--- src/rtl/dps_pkg.sv ---
`default_nettype none
// ============================================================================
//  Module      : dps_pkg
//  Description : Shared types and constants for the dot-product sequencer.
//  Revision    : 1.0  initial release
// ============================================================================
package dps_pkg;

  // Sequencer control states
  typedef enum logic [1:0] {
    IDLE  = 2'd0,
    RUN   = 2'd1,
    DRAIN = 2'd2,
    DONE  = 2'd3
  } dps_state_e;

  // Fixed register-to-register latency of the multiply/compress core
  localparam int CORE_LATENCY = 2;

  // Lanes per chunk presented to the core
  localparam int NUM_LANES = 8;

  // Width of one compressed partial sum produced by the core
  function automatic int core_out_w(input int a_w, input int b_w);
    return a_w + b_w + 8;
  endfunction

endpackage
`default_nettype wire

--- src/rtl/dps_accumulator.sv ---
`default_nettype none
// ============================================================================
//  Module      : dps_accumulator
//  Description : Wide wrapping accumulator for the core's two partial sums,
//                with a sticky signed-overflow flag.
//  Revision    : 1.0  initial release
// ============================================================================
module dps_accumulator
  import dps_pkg::*;
#(
  parameter int ACC_SIZE = 32,
  parameter int PART_W   = 20
) (
  input  logic                clk,
  input  logic                rst,
  input  logic                clear,
  input  logic                enable,
  input  logic [PART_W-1:0]   part_0,
  input  logic [PART_W-1:0]   part_1,
  output logic [ACC_SIZE-1:0] acc,
  output logic                ovf
);

  // Two guard bits above the widest operand hold the exact three-term sum
  localparam int SUM_W = ((ACC_SIZE > PART_W) ? ACC_SIZE : PART_W) + 2;

  logic [SUM_W-1:0] sum_full;
  logic             sum_ovf;

  // Exact signed sum; overflow when the bits above the result sign disagree
  always_comb begin
    sum_full = {{(SUM_W-ACC_SIZE){acc[ACC_SIZE-1]}}, acc}
             + {{(SUM_W-PART_W){part_0[PART_W-1]}}, part_0}
             + {{(SUM_W-PART_W){part_1[PART_W-1]}}, part_1};
    sum_ovf  = (sum_full[SUM_W-1:ACC_SIZE-1] != '0) &&
               (sum_full[SUM_W-1:ACC_SIZE-1] != '1);
  end

  // Accumulate with wrap-around; overflow flag sticks until the next clear
  always_ff @(posedge clk) begin
    if (rst || clear) begin
      acc <= '0;
      ovf <= 1'b0;
    end else if (enable) begin
      acc <= sum_full[ACC_SIZE-1:0];
      ovf <= ovf | sum_ovf;
    end
  end

endmodule
`default_nettype wire

--- src/rtl/dot_product_sequencer.sv ---
`default_nettype none
// ============================================================================
//  Module      : dot_product_sequencer
//  Description : Issues 8-lane chunks to the multiply/compress core, tracks
//                its fixed latency and accumulates the returned partial sums
//                into a signed dot-product result.
//  Revision    : 1.0  initial release
// ============================================================================
module dot_product_sequencer
  import dps_pkg::*;
#(
  parameter  int IN_SIZE_0  = 4,
  parameter  int IN_SIZE_1  = 8,
  parameter  int LEN_WIDTH  = 8,
  parameter  int ACC_SIZE   = 32,
  localparam int CORE_OUT_W = core_out_w(IN_SIZE_0, IN_SIZE_1)
) (
  input  logic                  clk_i,
  input  logic                  rst_i,
  input  logic                  start_i,
  input  logic [LEN_WIDTH-1:0]  len_i,
  output logic                  busy_o,
  input  logic                  in_valid_i,
  output logic                  in_ready_o,
  input  logic [IN_SIZE_0-1:0]  in_0_i      [0:NUM_LANES-1],
  input  logic [IN_SIZE_1-1:0]  in_1_i      [0:NUM_LANES-1],
  output logic [IN_SIZE_0-1:0]  core_in_0_o [0:NUM_LANES-1],
  output logic [IN_SIZE_1-1:0]  core_in_1_o [0:NUM_LANES-1],
  input  logic [CORE_OUT_W-1:0] core_out_i  [0:1],
  output logic                  res_valid_o,
  input  logic                  res_ready_i,
  output logic [ACC_SIZE-1:0]   res_o,
  output logic                  ovf_o
);

  dps_state_e              state;
  logic [LEN_WIDTH-1:0]    len_q;
  logic [LEN_WIDTH-1:0]    issue_cnt;
  logic [CORE_LATENCY-1:0] valid_pipe;
  logic                    handshake;
  logic                    job_start;

  // in_ready_o is registered and high only in RUN, so this is a RUN-only accept
  assign handshake = in_valid_i & in_ready_o;
  assign job_start = (state == IDLE) & start_i;

  // Operands reach the core only on an accepted chunk; idle cycles drive zero
  for (genvar lane = 0; lane < NUM_LANES; lane++) begin : g_lane
    assign core_in_0_o[lane] = handshake ? in_0_i[lane] : '0;
    assign core_in_1_o[lane] = handshake ? in_1_i[lane] : '0;
  end

  // Control FSM with registered status outputs
  always_ff @(posedge clk_i) begin
    if (rst_i) begin
      state       <= IDLE;
      len_q       <= '0;
      issue_cnt   <= '0;
      busy_o      <= 1'b0;
      in_ready_o  <= 1'b0;
      res_valid_o <= 1'b0;
    end else begin
      case (state)
        IDLE: begin
          if (start_i) begin
            len_q     <= len_i;
            issue_cnt <= '0;
            busy_o    <= 1'b1;
            if (len_i == '0) begin
              state       <= DONE;
              res_valid_o <= 1'b1;
            end else begin
              state      <= RUN;
              in_ready_o <= 1'b1;
            end
          end
        end
        RUN: begin
          if (handshake) begin
            issue_cnt <= issue_cnt + LEN_WIDTH'(1);
            if (issue_cnt == len_q - LEN_WIDTH'(1)) begin
              state      <= DRAIN;
              in_ready_o <= 1'b0;
            end
          end
        end
        DRAIN: begin
          // Only 0s shift in here, so the pipe empties once its lower bits clear
          if (valid_pipe[CORE_LATENCY-2:0] == '0) begin
            state       <= DONE;
            res_valid_o <= 1'b1;
          end
        end
        DONE: begin
          if (res_ready_i) begin
            state       <= IDLE;
            busy_o      <= 1'b0;
            res_valid_o <= 1'b0;
          end
        end
        default: begin
          state       <= IDLE;
          busy_o      <= 1'b0;
          in_ready_o  <= 1'b0;
          res_valid_o <= 1'b0;
        end
      endcase
    end
  end

  // Valid pipe mirrors the core latency; reset discards in-flight chunks
  always_ff @(posedge clk_i) begin
    if (rst_i) begin
      valid_pipe <= '0;
    end else begin
      valid_pipe <= {valid_pipe[CORE_LATENCY-2:0], handshake};
    end
  end

  dps_accumulator #(
    .ACC_SIZE (ACC_SIZE),
    .PART_W   (CORE_OUT_W)
  ) u_acc (
    .clk    (clk_i),
    .rst    (rst_i),
    .clear  (job_start),
    .enable (valid_pipe[CORE_LATENCY-1]),
    .part_0 (core_out_i[0]),
    .part_1 (core_out_i[1]),
    .acc    (res_o),
    .ovf    (ovf_o)
  );

endmodule
`default_nettype wire

--- config.mk ---
export PLATFORM = sky130hd
export DESIGN_NAME = dot_product_sequencer
export DESIGN_NICKNAME = d
export VERILOG_FILES = /design/src/rtl/dps_pkg.sv /design/src/rtl/dps_accumulator.sv /design/src/rtl/dot_product_sequencer.sv
export SDC_FILE = /design/constraint.sdc
export NUM_CORES = 1
export LEC_CHECK = 0
export ABC_AREA = 1
export BUFFER_PORTS_ARGS = -buffer_cell sky130_fd_sc_hd__clkbuf_2
export CELL_PAD_IN_SITES_DETAIL_PLACEMENT = 1
export CELL_PAD_IN_SITES_GLOBAL_PLACEMENT = 2
export CORE_AREA = 5 5 190 192
export DETAILED_ROUTE_END_ITERATION = 12
export DIE_AREA = 0 0 195 197
export PLACE_DENSITY = 0.89
export REMOVE_ABC_BUFFERS = 1
export SLEW_MARGIN = 15
export SYNTH_ARGS = -nofsm -noshare
export SYNTH_HDL_FRONTEND = slang
export SYNTH_SLANG_ARGS = --single-unit
--- constraint.sdc ---
create_clock -name clk_i -period 3.8 [get_ports clk_i]
set_input_delay 0.76 -clock clk_i [delete_from_list [all_inputs] [get_ports clk_i]]
set_output_delay 0.76 -clock clk_i [all_outputs]
set_load 0.005 [all_outputs]
After elaboration in Yosys (flattened, before gate mapping)
Index checks and enable logic that the tools add are counted.

cells by class
  muxes and demuxes = 38
  equal/unequal tests = 12
  reductions and logical operators = 14
  add/subtract/negate cells = 4
  bitwise logic cells = 3

operators by type and width
  operator                                                             number
  8-bit 2-to-1 mux                                                     10
  34-bit adder                                                         1
  32-bit by 20-bit adder with 33-bit output                            1
  4-bit 2-to-1 mux                                                     8
  8-bit case mux with 2 select lines                                   1
  5-bit AND reduction                                                  3
  2-bit 2-to-1 mux                                                     6
  2-bit != test (second input constant)                                6
  1-bit 2-to-1 mux                                                     9
  8-bit by 1-bit adder with 8-bit output (second input constant)       1
  8-bit == test                                                        1
  8-bit logical NOT                                                    1
  2-bit case mux with 4 select lines                                   1
  8-bit by 1-bit subtractor with 8-bit output (second input constant)  1
  3-bit AND reduction                                                  2
  3-bit nonzero test                                                   2
  2-bit == test (second input constant)                                2
  1-bit case mux with 2 select lines                                   2
  2-bit nonzero test                                                   2
  3-bit != test (second input constant)                                1
  1-bit case mux with 3 select lines                                   1
  1-bit AND                                                            2
  2-bit by 1-bit == test with 1-bit output (second input constant)     1
  2-bit logical NOT                                                    1
  other kinds (5)                                                      5

storage, ports and cells
  bits of input ports = 149
  register bits after elaboration = 56
  logic and storage cells = 80

Logic depth before layout (Yosys ltp)
Gate-level depths: netlist of run 1.

  depth in word-level cells = 5
  mapped depth = 29

Cells and area by module
From an unflattened synthesis of run 1, not the netlist that was laid out.

unflattened totals
  cells, all modules = 1014
  area total of the unflattened synthesis = 6233.5 µm²

modules (own cells, without submodules)
  module                 seq. area each (µm²)  area each (µm²)  instances  cells an instance
  dps_accumulator        660.6                 4082.7           1          602
  dot_product_sequencer  460.4                 2150.8           1          412

Worst setup path after synthesis of run 1
OpenSTA, ideal clock, no wires.

  path type = input to register
  start = input port core_out_i[20] in the netlist's numbering
  end = register u_acc.ovf
  path buffers = 0
  setup slack = 3 ps
  required time = 3682 ps
  arrival time = 3679 ps
  stages on the path = 29
  path through = ha_1 > fa_1 > nand2_1 > nand2_1 > o21ai_2 > inv_1 > a21oi_1 > inv_1 > nand2_1 > nand2_2 > nand2_1 > nand2_2 > a21oi_1 > xnor2_1 > ha_1 > nand2_1 > nand2_1 > nand2_1 > nand2_1 > nand2_1 > nand2_1 > a21oi_1 > nand2_2 > nand2_2 > nand2_2 > nor2_1 > nand2_2 > nand3_2 > a21oi_2

on the way
  cells in the longest elaborated chain, start to end = 5

ends and longest elaborated chain
  element                                              line                                          RTL
  start: declaration                                   dot_product_sequencer.sv:29                   input logic [CORE_OUT_W-1:0] core_out_i [0:1],
  32-bit by 20-bit adder with 33-bit output (*)        dps_accumulator.sv:33                         + {{(SUM_W-PART_W){part_0[PART_W-1]}}, part_0}
  34-bit adder (*)                                     dps_accumulator.sv:34                         + {{(SUM_W-PART_W){part_1[PART_W-1]}}, part_1};
  3-bit != test or 3-bit nonzero test (tied branches)  dps_accumulator.sv:36, dps_accumulator.sv:35
  1-bit logical AND (*)                                dps_accumulator.sv:35                         sum_ovf = (sum_full[SUM_W-1:ACC_SIZE-1] != '0) &&
  1-bit bitwise OR (*)                                 dps_accumulator.sv:46                         ovf <= ovf | sum_ovf;
  end signal: assignment                               dps_accumulator.sv:46
  end: declaration                                     dps_accumulator.sv:21                         output logic ovf

Mark *: on every way between the ends. The rest lies on a longest branch, timed or not.
A chain may end at the register's enable or synchronous reset.

Worst setup path after layout of run 1
  start = input port core_out_i[39] in the netlist's numbering
  end = register u_acc.ovf

The elaborated chain is that of the path after synthesis.

==> results of run 1 <==
==> state kept, by name, summed over array words and instances, names as in the netlist <==
register,count
issue_cnt,8
in_ready_o,1
state,2
valid_pipe,2
busy_o,1
u_acc.acc,32
len_q,8
res_valid_o,1
u_acc.ovf,1
==> cells by family after synthesis <==
logic type / count (synthesis) / synth area share (%)
compound gates: 188 / 15.0
fa+ha+maj: 73 / 12.6
flops: 56 / 15.2
xor+xnor: 59 / 7.01
simple gates: 631 / 35.4
buf+inv: 289 / 14.8
==> what timing repair did <==
| item | in CTS | in global routing |
|---|---|---|
| hold endpoints to repair | 0 | 0 |
| endpoints found under the setup margin | 13 | 19 |
| buffers inserted | 1 | 12 |
| gates cloned | 0 | 0 |
| pin swaps | 1 | 63 |
| gates resized for setup | 18 | 151 |
==> layout by cell type, fill, tap and decap left out, types with 8 or more instances in the layout <==
cell      count
nand3_2      15
nand2_1     247
nor2_1      227
inv_2        14
o21bai_1     10
dfxtp_1      56
a21oi_2      29
a21oi_1      50
ha_4         14
nand3_1      39
o21ai_1      18
xnor2_1      17
xor2_2        8
inv_1       251
o211ai_1      8
o21ai_0      36
nor2_2       16
buf_4       195
ha_1         52
xor2_1       30
nand2_2      43
clkbuf_2    278
==> layer usage <==
metal  up-vias  global-route usage, %
met5         -                      0
met4         2                   4.32
met3        35                   3.23
met2       243                   37.3
met1      4609                   18.7
li1       4920                      -
==> path summary, 6_finish.rpt <==
| kind | start | endpoint | slack, ns | cells past startpoint |
|---|---|---|---|---|
| setup / recovery | core_out_i[39] | u_acc.ovf$_SDFFE_PP0P_ | -0.06 | 24 |
| hold / removal | u_acc.ovf$_SDFFE_PP0P_ | u_acc.ovf$_SDFFE_PP0P_ | 0.47 | 2 |
| setup reg to reg | u_acc.acc[0]$_SDFFE_PP0P_ | u_acc.ovf$_SDFFE_PP0P_ | 0.09 | 27 |
| hold reg to reg | u_acc.ovf$_SDFFE_PP0P_ | u_acc.ovf$_SDFFE_PP0P_ | 0.47 | 2 |
==> layout make-up <==
class	instances	area, sq um	area share (%)
flip-flops and latches	56	1120	9.60
clock buffers	5	125	1.07
multi-input cells	951	5930	50.8
well taps	455	569	4.87
inverters	266	998	8.55
repair buffers	478	2910	24.9
clock inverters	3	28.8	0.246
==> power by group <==
| group | internal, mW | switching, mW | leakage, nW | total (mW) |
|---|---|---|---|---|
| sequential | 0.650 | 0.0553 | 0.455 | 0.705 |
| clock | 0.256 | 0.287 | 0.0767 | 0.543 |
| combinational | 0.910 | 1.28 | 6.26 | 2.19 |
| total | 1.82 | 1.62 | 6.79 | 3.44 |
==> stage by stage <==
| step | utilization (%) | setup slack [ns] | total power [mW] | area, sq um | cells |
|---|---|---|---|---|---|
| 2_1_floorplan | - | -0.0246 | 1.81 | 7280 | 1273 |
| 3_3_place_gp | 31.1 | -0.493 | 2.67 | 10600 | 2193 |
| 3_5_place_dp | 31.1 | -0.535 | 2.72 | 10600 | 2193 |
| 4_1_cts | 31.8 | 0.00271 | 3.30 | 10900 | 2202 |
| 5_1_grt | 34.2 | -0.285 | 3.72 | 11700 | 2214 |
| 6_report | 34.2 | -0.0591 | 3.44 | 11700 | 2214 |
==> worst max-delay path, stage by stage <==
cell and delay [ns]:
clkbuf_4 0.18, ha_4 0.27, nand2_1 0.06, nand2_1 0.06
a31oi_1 0.20, o21ai_0 0.13, buf_4 0.17, a21oi_1 0.13
nand2_1 0.14, buf_4 0.17, xor2_2 0.16, ha_1 0.37
nand2_1 0.13, buf_4 0.16, nor2_2 0.13, nand2_1 0.09
nor2_2 0.18, nand2_1 0.13, nand3_2 0.10, nand2_1 0.07
nand2_1 0.06, nand2_1 0.06, nand3_2 0.07, a21oi_2 0.05
==> flow_metrics.env, run 1 <==
export IMPL_grt_pass1_vias=10400
export IMPL_yosys_register_bits=56
export IMPL_async_reset_ff_share_pct=0
export IMPL_drc_errors=0
export IMPL_ctsLongestPathBuffers=2
export IMPL_die_h_um=197
export IMPL_yosysMostFrequentCell="nand2_1"
export IMPL_power_density_nw_per_um2=294
export IMPL_ant_nets=0
export IMPL_post_route_period_util_pct=102
export IMPL_htree_levels=2
export IMPL_hold_viol_final=0
export IMPL_die_w_um=195
export IMPL_dr_wl_met2_um=20600
export IMPL_rsz0062_at_grt="true"
export IMPL_routed_wl_um=37000
export IMPL_wl_per_cell_um=16.7
export IMPL_drive_gt1_share_pct=38.4
export IMPL_layout_nets=1980
export IMPL_synth_top_area_share_pct=15.2
export IMPL_vias=9809
export IMPL_finalSetupViolCount=1
export IMPL_setup_worst_path_start_class="primary input"
export IMPL_syn_cell_area_sq_um=7370
export IMPL_setup_tns_ns=-0.0591
export IMPL_cts_sinks=56
export IMPL_met1_length_um=13900
export IMPL_synthDistinctLibCells=46
export IMPL_fin_skew_ns=0.0174
export IMPL_root_buffer="clkbuf_16"
export IMPL_rows=68
export IMPL_drtIter0Drc=318
export IMPL_worst_slack_ns=-0.0591
export IMPL_initial_core_util_pct=21.6
export IMPL_top_layer_used="met5"
export IMPL_die_area_sq_um=38400
export IMPL_track_usage_pct=18.1
export IMPL_dp_hpwl_um=31300
export IMPL_leakagePower_nw=6.79
export IMPL_slew_headroom_pct=35.2
export IMPL_cts_tree="built"
export IMPL_hp_class="flop to flop"
export IMPL_synth_cells=1296
export IMPL_synth_top_cell_by_area="dfxtp_1"
export IMPL_synth_edf_count=0
export IMPL_peakVddDrop_mv=0.202
export IMPL_grt_pass1_wl_um=55000
export IMPL_fmax_mhz=259
export IMPL_grt_max_degree=61
export IMPL_viasPerCell=4.43
export IMPL_grt_overflow_total=0
export IMPL_worst_ep_arrival_time_ns=4.05
export IMPL_io_pin_count=281
export IMPL_drv_slew=0
export IMPL_critPathKind="primary input to flop"
export IMPL_diodes=0
export IMPL_hold_buffers=0
export IMPL_ys_top_cells_by_area="dfxtp_1, nand2_1, inv_1, nor2_1, ha_1"
export IMPL_cts_made_buffers=5
export IMPL_path_clk_slew_ns=0.08
export IMPL_area_growth_pct=58.4
export IMPL_syn_avg_cell_area_sq_um=5.69
export IMPL_worst_ep_required_time_ns=3.99
export IMPL_port_buffers=280
export IMPL_n_fill_cell=4549
export IMPL_worst_hold_slack_ns=0.467
export IMPL_cp_max_fo=5
export IMPL_antenna_found_initial=2
export IMPL_synthFlopType="dfxtp_1"
export IMPL_wl_met3_um=1780
export IMPL_worst_pin_slew_ns=0.972
export IMPL_coreArea_sq_um=34200
export IMPL_gp_congestion=0.944
export IMPL_endpoint_kind="flop"
export IMPL_synthTopCellsByCount="nand2_1, inv_1, nor2_1"
export IMPL_run_status="finished, violations left"
export IMPL_dr_pass1_iters=4
export IMPL_max_cap_violations=0
export IMPL_min_period_ns=3.86
export IMPL_ys_seq_area_share_pct=15.2
export IMPL_violations="negative setup slack"
export IMPL_worstSkewPairLatency_ns=0.33
export IMPL_yosys_warnings=0
(Power assumes the default switching activity.)
==> run 2: changes to the inputs <==
Settings changed: CORE_AREA 5 5 190 192 to 5 5 178 180, DIE_AREA 0 0 195 197 to 0 0 183 185, PLACE_DENSITY 0.89 to 0.95, RECOVER_POWER from default to 50.
Clock period 3.8 ns to 4.2 ns, I/O delays scaled along.
==> run 2 against run 1 <==
The run ends with max-capacitance violations, max-slew violations left; combinational power down 25%; global-route usage is 1.3 points higher; flip-flop and latch count stayed put; power down 19%; non-clock buffer count fell by 112; die area decreased by 12%; register-to-register slack better by 0.42 ns; clock power shrank 9.0%; clock skew decreased by 0.0093 ns; critical path depth fell by 2; routed wire length fell by 9.9%; sequential power decreased by 9.6%; highest routed layer is now met4.
==> flow_metrics.env, run 2 (synthesis results as in run 1) <==
export IMPL_ant_nets=0
export IMPL_leakagePower_nw=5.95
export IMPL_viasPerCell=4.51
export IMPL_rsz0062_at_grt="false"
export IMPL_die_h_um=185
export IMPL_rr_startpoint="u_acc.acc[8]$_SDFFE_PP0P_"
export IMPL_root_buffer="clkbuf_16"
export IMPL_fmax_mhz=255
export IMPL_run_status="finished, violations left"
export IMPL_worst_ep_required_time_ns=4.39
export IMPL_fin_skew_ns=0.00816
export IMPL_rows=64
export IMPL_worstSkewPairLatency_ns=0.33
export IMPL_drv_slew=53
export IMPL_peakVddDrop_mv=0.173
export IMPL_track_usage_pct=19.4
export IMPL_power_density_nw_per_um2=279
export IMPL_mostFrequentLayoutCells="nand2_1, inv_1, nor2_1, clkbuf_2, buf_4"
export IMPL_grt_pass1_wl_um=51500
export IMPL_drc_errors=0
export IMPL_violations="max-capacitance violations, max-slew violations"
export IMPL_critPathKind="primary input to flop"
export IMPL_drive_gt1_share_pct=23.4
export IMPL_finalNonFillerCells=2047
export IMPL_top_register="u_acc.acc"
export IMPL_dr_pass1_iters=4
export IMPL_place_inst=2033
export IMPL_cp_max_fo=9
export IMPL_gp_congestion=0.894
export IMPL_grt_overflow_total=0
export IMPL_finalSetupViolCount=0
export IMPL_reg_top3="u_acc.acc (32), issue_cnt (8), len_q (8)"
export IMPL_cts_tree="built"
export IMPL_grt_pass1_vias=9868
export IMPL_wl_per_cell_um=16.3
export IMPL_routed_wl_um=33300
export IMPL_worstHoldStart="valid_pipe[0]$_SDFF_PP0_"
export IMPL_min_period_ns=3.93
export IMPL_post_route_util_pct=33.1
export IMPL_setup_tns_ns=0
export IMPL_antenna_found_initial=4
export IMPL_setup_worst_path_start_class="primary input"
export IMPL_htree_levels=2
export IMPL_drtIter0Drc=333
export IMPL_die_area_sq_um=33900
export IMPL_coreArea_sq_um=30000
export IMPL_initial_core_util_pct=24.6
export IMPL_area_growth_pct=34.7
export IMPL_io_pin_count=281
export IMPL_layout_nets=1868
export IMPL_crit_reg2reg_capture="u_acc.acc[21]$_SDFFE_PP0P_"
export IMPL_r2r_slack_ns=0.51
export IMPL_hp_class="flop to flop"
export IMPL_endpoint_kind="flop"
export IMPL_vias=9229
export IMPL_cts_made_buffers=5
export IMPL_largest_reg_flops=32
export IMPL_holdPathEnd="valid_pipe[1]$_SDFF_PP0_"
export IMPL_post_route_period_util_pct=93.5
export IMPL_rr_worst_depth=20
export IMPL_slew_headroom_pct=-12.3
export IMPL_worst_ep_arrival_time_ns=4.12
export IMPL_path_clk_slew_ns=0.09
export IMPL_ctsLongestPathBuffers=2
export IMPL_grt_max_degree=53
export IMPL_final_common_cell="nand2_1"
export IMPL_cts_sinks=56
export IMPL_die_w_um=183
export IMPL_hold_viol_final=0
export IMPL_port_buffers=280
export IMPL_max_cap_violations=1
export IMPL_hold_path_cell_count=2
export IMPL_dp_hpwl_um=29300
export IMPL_worst_pin_slew_ns=1.68
[run 2: changes by cell type in the layout (fill, tap and decap cells not counted), sizes merged]
cell	previous run	this run
buf	199	86
diode	0	4
clkbuf	284	285
[run 2: layer usage]
metal  GRT usage [%]  vias up  share of wire (%)
li1                -     4706                  -
met1            20.5     4250                 38
met2            38.4      243                 53
met3            3.12       30                5.4
met4            6.79        0                3.3
met5               0        -                  0
[run 2: area by class of cell]
cell class              count  area, sq um
clock inverters             3         28.8
flip-flops and latches     56         1120
inverters                 266          998
multi-input cells         951         5170
well taps                 396          495
fillers                  4115        20100
diodes                      4         10.0
clock buffers               5          125
repair buffers            366         1990
[run 2: how the worst max path moves through the flow]
stage / start / to / slack [ns] / cells past startpoint
after floorplan: core_out_i[20] / u_acc.ovf$_SDFFE_PP0P_ / 0.30 / 29
after global placement: core_out_i[20] / u_acc.ovf$_SDFFE_PP0P_ / -0.06 / 30
after detailed placement: core_out_i[20] / u_acc.ovf$_SDFFE_PP0P_ / -0.14 / 28
after CTS: core_out_i[20] / u_acc.ovf$_SDFFE_PP0P_ / 0.20 / 24
after global routing: core_out_i[39] / u_acc.ovf$_SDFFE_PP0P_ / 0.002 / 23
final: core_out_i[39] / u_acc.ovf$_SDFFE_PP0P_ / 0.27 / 22
[run 2: worst max-delay path, stage by stage]
cell and delay, ns:
clkbuf_2 0.13, buf_4 0.19, ha_1 0.37, a21oi_1 0.24, o21ai_0 0.17, a221oi_1 0.38
nand3b_1 0.14, nand2_1 0.09, inv_1 0.04, ha_1 0.31, a21oi_1 0.26, nor2_1 0.08
nor2_1 0.12, nand2_1 0.08, a21oi_2 0.17, nand2_2 0.09, nand2_2 0.06, nand2_2 0.05
nor2_1 0.12, nand2_2 0.06, nand3_2 0.07, a21oi_2 0.05
[run 2: timing repair]
item,4_1_cts,5_1_grt
hold endpoints to repair,0,0
setup buffers,0,2
setup endpoints to repair,0,9
gates resized for setup,0,7
hold buffers,0,0
[run 2: through the flow]
stage	power [mW]	hold WS [ns]	area [sq um]	setup slack, ns
after floorplan	1.64	0.403	7280	0.295
after global placement	2.27	0.418	9820	-0.0586
after detailed placement	2.31	0.433	9820	-0.143
after CTS	2.82	0.446	9970	0.197
after global routing	3.02	0.488	9930	0.00210
final	2.77	0.440	9930	0.271
[run 2: where the power goes]
group / leakage, nW / internal (mW) / switching (mW) / total (mW)
Combinational: 5.42 / 0.633 / 1.01 / 1.64
Sequential: 0.455 / 0.588 / 0.0483 / 0.637
Clock: 0.0768 / 0.232 / 0.262 / 0.494
Total: 5.95 / 1.45 / 1.32 / 2.77
